===== config.mk =====
export PLATFORM = sky130hd
export DESIGN_NAME = hilo_muldiv
export DESIGN_NICKNAME = d
export VERILOG_FILES = /design/src/rtl/hilo_muldiv.sv
export SDC_FILE = /design/constraint.sdc
export NUM_CORES = 1
export LEC_CHECK = 0
export CORE_MARGIN = 3
export CORE_UTILIZATION = 55
export DETAILED_ROUTE_END_ITERATION = 12
export GPL_TIMING_DRIVEN = 0
export PLACE_DENSITY = 0.77
export SLEW_MARGIN = 20
export SYNTH_ARGS = -nofsm -noshare
export SYNTH_HDL_FRONTEND = slang
export SYNTH_SLANG_ARGS = --single-unit

===== constraint.sdc =====
create_clock -name clk -period 10.1 [get_ports clk]
set_input_delay 2.02 -clock clk [delete_from_list [all_inputs] [get_ports clk]]
set_output_delay 2.02 -clock clk [all_outputs]
set_load 0.05 [all_outputs]

===== src/rtl/hilo_muldiv.sv =====
// hilo_muldiv: iterative multiply/divide unit with architectural HI/LO registers.
// Runs MULT/MULTU (shift-add) and DIV/DIVU (restoring) one bit per cycle,
// services MTHI/MTLO while idle, and holds busy high until HI/LO are written.
module hilo_muldiv #(
   parameter int digit_number = 32
) (
   input  logic                    clk,
   input  logic                    rst,
   input  logic                    start,
   input  logic [1:0]              op,
   input  logic [digit_number-1:0] X,
   input  logic [digit_number-1:0] Y,
   input  logic                    mthi,
   input  logic                    mtlo,
   input  logic [digit_number-1:0] wdata,
   output logic                    busy,
   output logic                    done,
   output logic                    div_by_zero,
   output logic [digit_number-1:0] hi,
   output logic [digit_number-1:0] lo
);

   localparam int W  = digit_number;
   localparam int CW = $clog2(W) + 1;

   typedef enum logic [1:0] {
      ST_IDLE = 2'b00,
      ST_CALC = 2'b01,
      ST_FIX  = 2'b10
   } state_t;

   // Two's complement negate of a W-bit value.
   function automatic logic [W-1:0] neg_w(input logic [W-1:0] v);
      return ~v + {{(W-1){1'b0}}, 1'b1};
   endfunction

   // Two's complement negate of a 2W-bit value.
   function automatic logic [2*W-1:0] neg_2w(input logic [2*W-1:0] v);
      return ~v + {{(2*W-1){1'b0}}, 1'b1};
   endfunction

   state_t          state_r, state_s;
   logic [1:0]      op_r;
   logic            q_sign_r, r_sign_r, div0_r;
   logic [CW-1:0]   cnt_r;
   logic [W-1:0]    opb_r;      // multiplicand (mul) or divisor (div)
   logic [2*W-1:0]  acc_r;      // product accumulator; low half holds dividend/quotient for div
   logic [W-1:0]    rem_r;      // partial remainder (always below the divisor)
   logic            busy_r, done_r, dz_r;
   logic [W-1:0]    hi_r, lo_r;

   logic [W-1:0]    x_mag_s, y_mag_s;
   logic            is_div_s, y_zero_s, last_s;
   logic [W:0]      mul_sum_s;
   logic [W:0]      shift_s;
   logic            ge_s;
   logic [W-1:0]    diff_s;
   logic [2*W-1:0]  prod_fix_s;
   logic [W-1:0]    quo_fix_s, rem_fix_s, dvd_fix_s;

   // Operand magnitudes, iteration arithmetic and sign-corrected results.
   always_comb begin
      x_mag_s    = (op[0] && X[W-1]) ? neg_w(X) : X;
      y_mag_s    = (op[0] && Y[W-1]) ? neg_w(Y) : Y;
      is_div_s   = op[1];
      y_zero_s   = (Y == {W{1'b0}});
      last_s     = (cnt_r == CW'(W-1));
      mul_sum_s  = {1'b0, acc_r[2*W-1:W]} + (acc_r[0] ? {1'b0, opb_r} : {(W+1){1'b0}});
      shift_s    = {rem_r, acc_r[W-1]};
      ge_s       = (shift_s >= {1'b0, opb_r});
      diff_s     = shift_s[W-1:0] - opb_r;
      prod_fix_s = q_sign_r ? neg_2w(acc_r) : acc_r;
      quo_fix_s  = q_sign_r ? neg_w(acc_r[W-1:0]) : acc_r[W-1:0];
      rem_fix_s  = r_sign_r ? neg_w(rem_r) : rem_r;
      // dividend is still untouched in the low half when dividing by zero
      dvd_fix_s  = r_sign_r ? neg_w(acc_r[W-1:0]) : acc_r[W-1:0];
   end

   // State register.
   always_ff @(posedge clk or posedge rst) begin
      if (rst) begin
         state_r <= ST_IDLE;
      end else begin
         state_r <= state_s;
      end
   end

   // Next-state logic: IDLE -> CALC -> FIX -> IDLE, divide by zero skips CALC.
   always_comb begin
      state_s = state_r;
      case (state_r)
         ST_IDLE: begin
            if (start) begin
               state_s = (is_div_s && y_zero_s) ? ST_FIX : ST_CALC;
            end else begin
               state_s = ST_IDLE;
            end
         end
         ST_CALC: begin
            if (last_s) begin
               state_s = ST_FIX;
            end else begin
               state_s = ST_CALC;
            end
         end
         ST_FIX:  state_s = ST_IDLE;
         default: state_s = ST_IDLE;
      endcase
   end

   // Datapath: operand capture, per-cycle iteration, result write-back and MTHI/MTLO.
   always_ff @(posedge clk or posedge rst) begin
      if (rst) begin
         op_r     <= 2'b00;
         q_sign_r <= 1'b0;
         r_sign_r <= 1'b0;
         div0_r   <= 1'b0;
         cnt_r    <= {CW{1'b0}};
         opb_r    <= {W{1'b0}};
         acc_r    <= {(2*W){1'b0}};
         rem_r    <= {W{1'b0}};
         busy_r   <= 1'b0;
         hi_r     <= {W{1'b0}};
         lo_r     <= {W{1'b0}};
      end else begin
         case (state_r)
            ST_IDLE: begin
               if (start) begin
                  op_r     <= op;
                  q_sign_r <= op[0] & (X[W-1] ^ Y[W-1]);
                  r_sign_r <= op[0] & X[W-1];
                  div0_r   <= is_div_s & y_zero_s;
                  cnt_r    <= {CW{1'b0}};
                  busy_r   <= 1'b1;
                  rem_r    <= {W{1'b0}};
                  if (is_div_s) begin
                     opb_r <= y_mag_s;
                     acc_r <= {{W{1'b0}}, x_mag_s};
                  end else begin
                     opb_r <= x_mag_s;
                     acc_r <= {{W{1'b0}}, y_mag_s};
                  end
               end else begin
                  if (mthi) begin
                     hi_r <= wdata;
                  end
                  if (mtlo) begin
                     lo_r <= wdata;
                  end
               end
            end
            ST_CALC: begin
               cnt_r <= cnt_r + {{(CW-1){1'b0}}, 1'b1};
               if (op_r[1]) begin
                  if (ge_s) begin
                     rem_r <= diff_s;
                     acc_r <= {acc_r[2*W-1:W], acc_r[W-2:0], 1'b1};
                  end else begin
                     rem_r <= shift_s[W-1:0];
                     acc_r <= {acc_r[2*W-1:W], acc_r[W-2:0], 1'b0};
                  end
               end else begin
                  acc_r <= {mul_sum_s, acc_r[W-1:1]};
               end
            end
            ST_FIX: begin
               busy_r <= 1'b0;
               if (op_r[1]) begin
                  if (div0_r) begin
                     hi_r <= dvd_fix_s;
                     lo_r <= {W{1'b1}};
                  end else begin
                     hi_r <= rem_fix_s;
                     lo_r <= quo_fix_s;
                  end
               end else begin
                  hi_r <= prod_fix_s[2*W-1:W];
                  lo_r <= prod_fix_s[W-1:0];
               end
            end
            default: begin
               busy_r <= 1'b0;
            end
         endcase
      end
   end

   // Completion pulses, raised for the single cycle after HI/LO are written.
   always_ff @(posedge clk or posedge rst) begin
      if (rst) begin
         done_r <= 1'b0;
         dz_r   <= 1'b0;
      end else begin
         done_r <= (state_r == ST_FIX);
         dz_r   <= (state_r == ST_FIX) & div0_r;
      end
   end

   assign busy        = busy_r;
   assign done        = done_r;
   assign div_by_zero = dz_r;
   assign hi          = hi_r;
   assign lo          = lo_r;

endmodule


==> impl_metrics.ini <==
[run_status]
run_status = complete, no violations

[final_layout]
final_cell_mix = o21ai_0, nand2_1, dfrtp_1
n_antenna_cell = 0
regArea_um2 = 5180
multi_input_area_um2 = 11300
areaGrowthSynthToFinish_pct = 18.0
fillers = 2699
drive_above_1_share = 0.0364
stdcell_count = 2839
final_common_cell = o21ai_0
final_nets = 2598
postLayoutCoreUtil = 0.663

[drt]
post_drt_wl_per_cell_um = 24.4
dr.first_iter.drc_count = 2435
drc = 0
dr.pass1.iters = 8
m1WireLength_mm = 27.9
wl_met2_mm = 28.9
ant_nets = 0
dr_wl_met3_mm = 7.07
drt-total-wl_mm = 69.3
via_count = 18581
viasPerCell = 6.54
top_layer_used = met5

[logic_synthesis]
ys_async_sr_fraction = 1.00
synthTopCellsByArea = dfrtp_1, o21ai_0, xnor2_1, nand2_1, xor2_1
ys_types = 76
synth_edf_count = 0
yosysSeqAreaShare = 0.299
yosys.area.top_type_share = 0.299
syn_nets = 2400
synthFlopType = dfrtp_1
synth_area_um2 = 17300
syn_avg_cell_area_um2 = 7.78
ys_ff_latch = 207
syn_inst = 2226
synth_warnings = 0
yosysTopAreaCell = dfrtp_1

[clocking]
cts.clk_slew.worst_paths_ps = 60
cts_made_buffers = 26
cts_setup_buffers = 0
cts_num_sinks = 207
clock_latency_ps = 550
cts_buffer_depth = 3
h-tree-depth = 1
cts-resized-gates = 0
cts_tree = yes
hold_buffers = 0
root_buffer = clkbuf_16

[floorplan]
die_w_um = 183
start_util = 0.562
die-area_um2 = 33600
row_count = 64
die_h_um = 183
coreArea_um2 = 30800
ioPinCount = 170

[worst_setup_path]
cp-start-kind = input port
r2r_start = acc_r[0]
cpMostUsedCell = or4_1
rr_endpoint = acc_r[63]
r2r_slack_ps = 5480
crit_type = input port to flip-flop
critPathArrivalTime_ps = 5370
crit_chain = clkdlybuf4s50_1, or4_1, or4_1, or3_1, nor4_2, a21oi_1, xor2_1, mux2_2, a221o_1
r2r.worst_path.cells = 13
path_max_fanout = 5
cp_top_family = simple AND/OR/NAND/NOR gates
cpPeakStageDelay_ps = 600
crit_required_ps = 10530
cpMaxStageDelayCell = or4_1
worstSetupEndpointType = flip-flop
critPathBufInv = 1

[global_routing]
antenna_found_initial = 1
grt_max_degree = 90
grt_pass1_wl_mm = 105
grt_overflow_total = 0
grt_use_total = 0.404
grt_pass1_vias = 17528

[worst_hold_path]
holdPathStages = 2
min_path_type = flip-flop to flip-flop
hold_start = lo[6]
hold_end = lo[6]

[sta]
whs_ps = 475
slew_headroom = 0.335
worstMarginPinSlew_ps = 998
rsz0062_at_grt = false
drv_slew = 0
fin_crit_sh = 0.489
fin_ws_ps = 5160
hold_viol = 0
setup_violations = 0
skew_ps = 22.2
max_freq_ghz = 0.203
period_needed_ps = 4940

[pwr]
p_per_area_nw_per_um2 = 387
ir_worst_vdd_v = 0.000192
total_power_uw = 7900
p_leak_uw = 0.00839

[placement]
post-place-ws_ps = 4670
placed_cells = 2792
io_buffers = 168
dp.final_hpwl_mm = 55.8
place_congestion = 1.04

[run]
drv_cap = 0
## cell usage after synthesis (7+ instances only)
master	instances
o21ai_0	272
nand2_1	271
dfrtp_1	207
nor2_1	193
a21oi_1	168
clkbuf_1	140
xnor2_1	134
xor2_1	104
ha_1	69
inv_1	67
mux2i_1	49
o22ai_1	45
nand3_1	41
o31ai_1	37
a21o_1	32
or3_1	31
nor3_1	24
nand2b_1	23
o211ai_1	22
a211oi_1	16
or4_1	16
a22oi_1	15
a31oi_1	15
and2_1	15
nand4_1	15
nor2b_1	15
o41ai_1	14
nor4_1	13
or2_2	11
buf_1	10
o221ai_1	9
a221oi_1	8
and3_1	8
a21boi_0	7
o21a_1	7
o21bai_1	7
## cells by family (layout without fill, tap and decap cells)
group | Yosys count | count (layout) | synth area share
AOI/OAI and AO/OA | 727 | 727 | 0.256
and+or+nand+nor | 703 | 703 | 0.189
xor gates and xnor gates | 238 | 238 | 0.120
buffers and inverters | 224 | 441 | 0.0498
DFF | 207 | 207 | 0.299
adders and majority gates | 71 | 71 | 0.0522
muxes | 56 | 56 | 0.0335
## state kept, by name, indices dropped and copies added (netlist names), 2 cells and up
register / cells
acc_r: 64
state_r: 2
opb_r: 32
lo: 32
hi: 32
cnt_r: 6
rem_r: 32
## where the power goes
group / leakage [µW] / internal (µW) / switching (µW)
sequential: 0.00256 / 1240 / 423
clock: 0.000422 / 568 / 389
combinational: 0.00540 / 1860 / 3420
## per-stage QoR
| step | area (µm²) | setup TNS (ps) |
|---|---|---|
| 3_5_place_dp | 19600 | 0 |
| 6_report | 20400 | 0 |
| 3_3_place_gp | 19500 | -56410 |
| 4_1_cts | 20400 | 0 |
| 2_1_floorplan | 17300 | 0 |
| 5_1_grt | 20400 | 0 |
## worst register-to-register path: cells and delay by family (launching register included)
kind            cells  cell delay, ps
buf+inv             3            1050
compound gates      5            2080
fa+ha+maj           1             350
flops               1             360
simple gates        4             650
## worst max path at each step
stage                           end  depth (start not counted)  startpoint
after floorplan            acc_r[0]                          1         rst
after global placement    opb_r[16]                          2         rst
after detailed placement  acc_r[27]                          9       Y[15]
after CTS                 acc_r[27]                          9       Y[15]
after global routing      acc_r[27]                          9       Y[15]
final                     acc_r[27]                          9       Y[15]
## metal layers
metal | global-route usage | vias to the layer above
met5 | 0 | -
met4 | 0.254 | 2
met3 | 0.0602 | 258
met2 | 0.603 | 1231
met1 | 0.554 | 8745
li1 | - | 8345
## final cells by class
class,count,area share
multi-input cells,1795,0.552
clock inverters,13,0.00649
plain buffers,155,0.0295
well taps,396,0.0243
inverters,69,0.0130
clock buffers,34,0.0363
flip-flops and latches,207,0.254
repair buffers,170,0.0850
No activity file was read; power rests on OpenSTA's default activity.
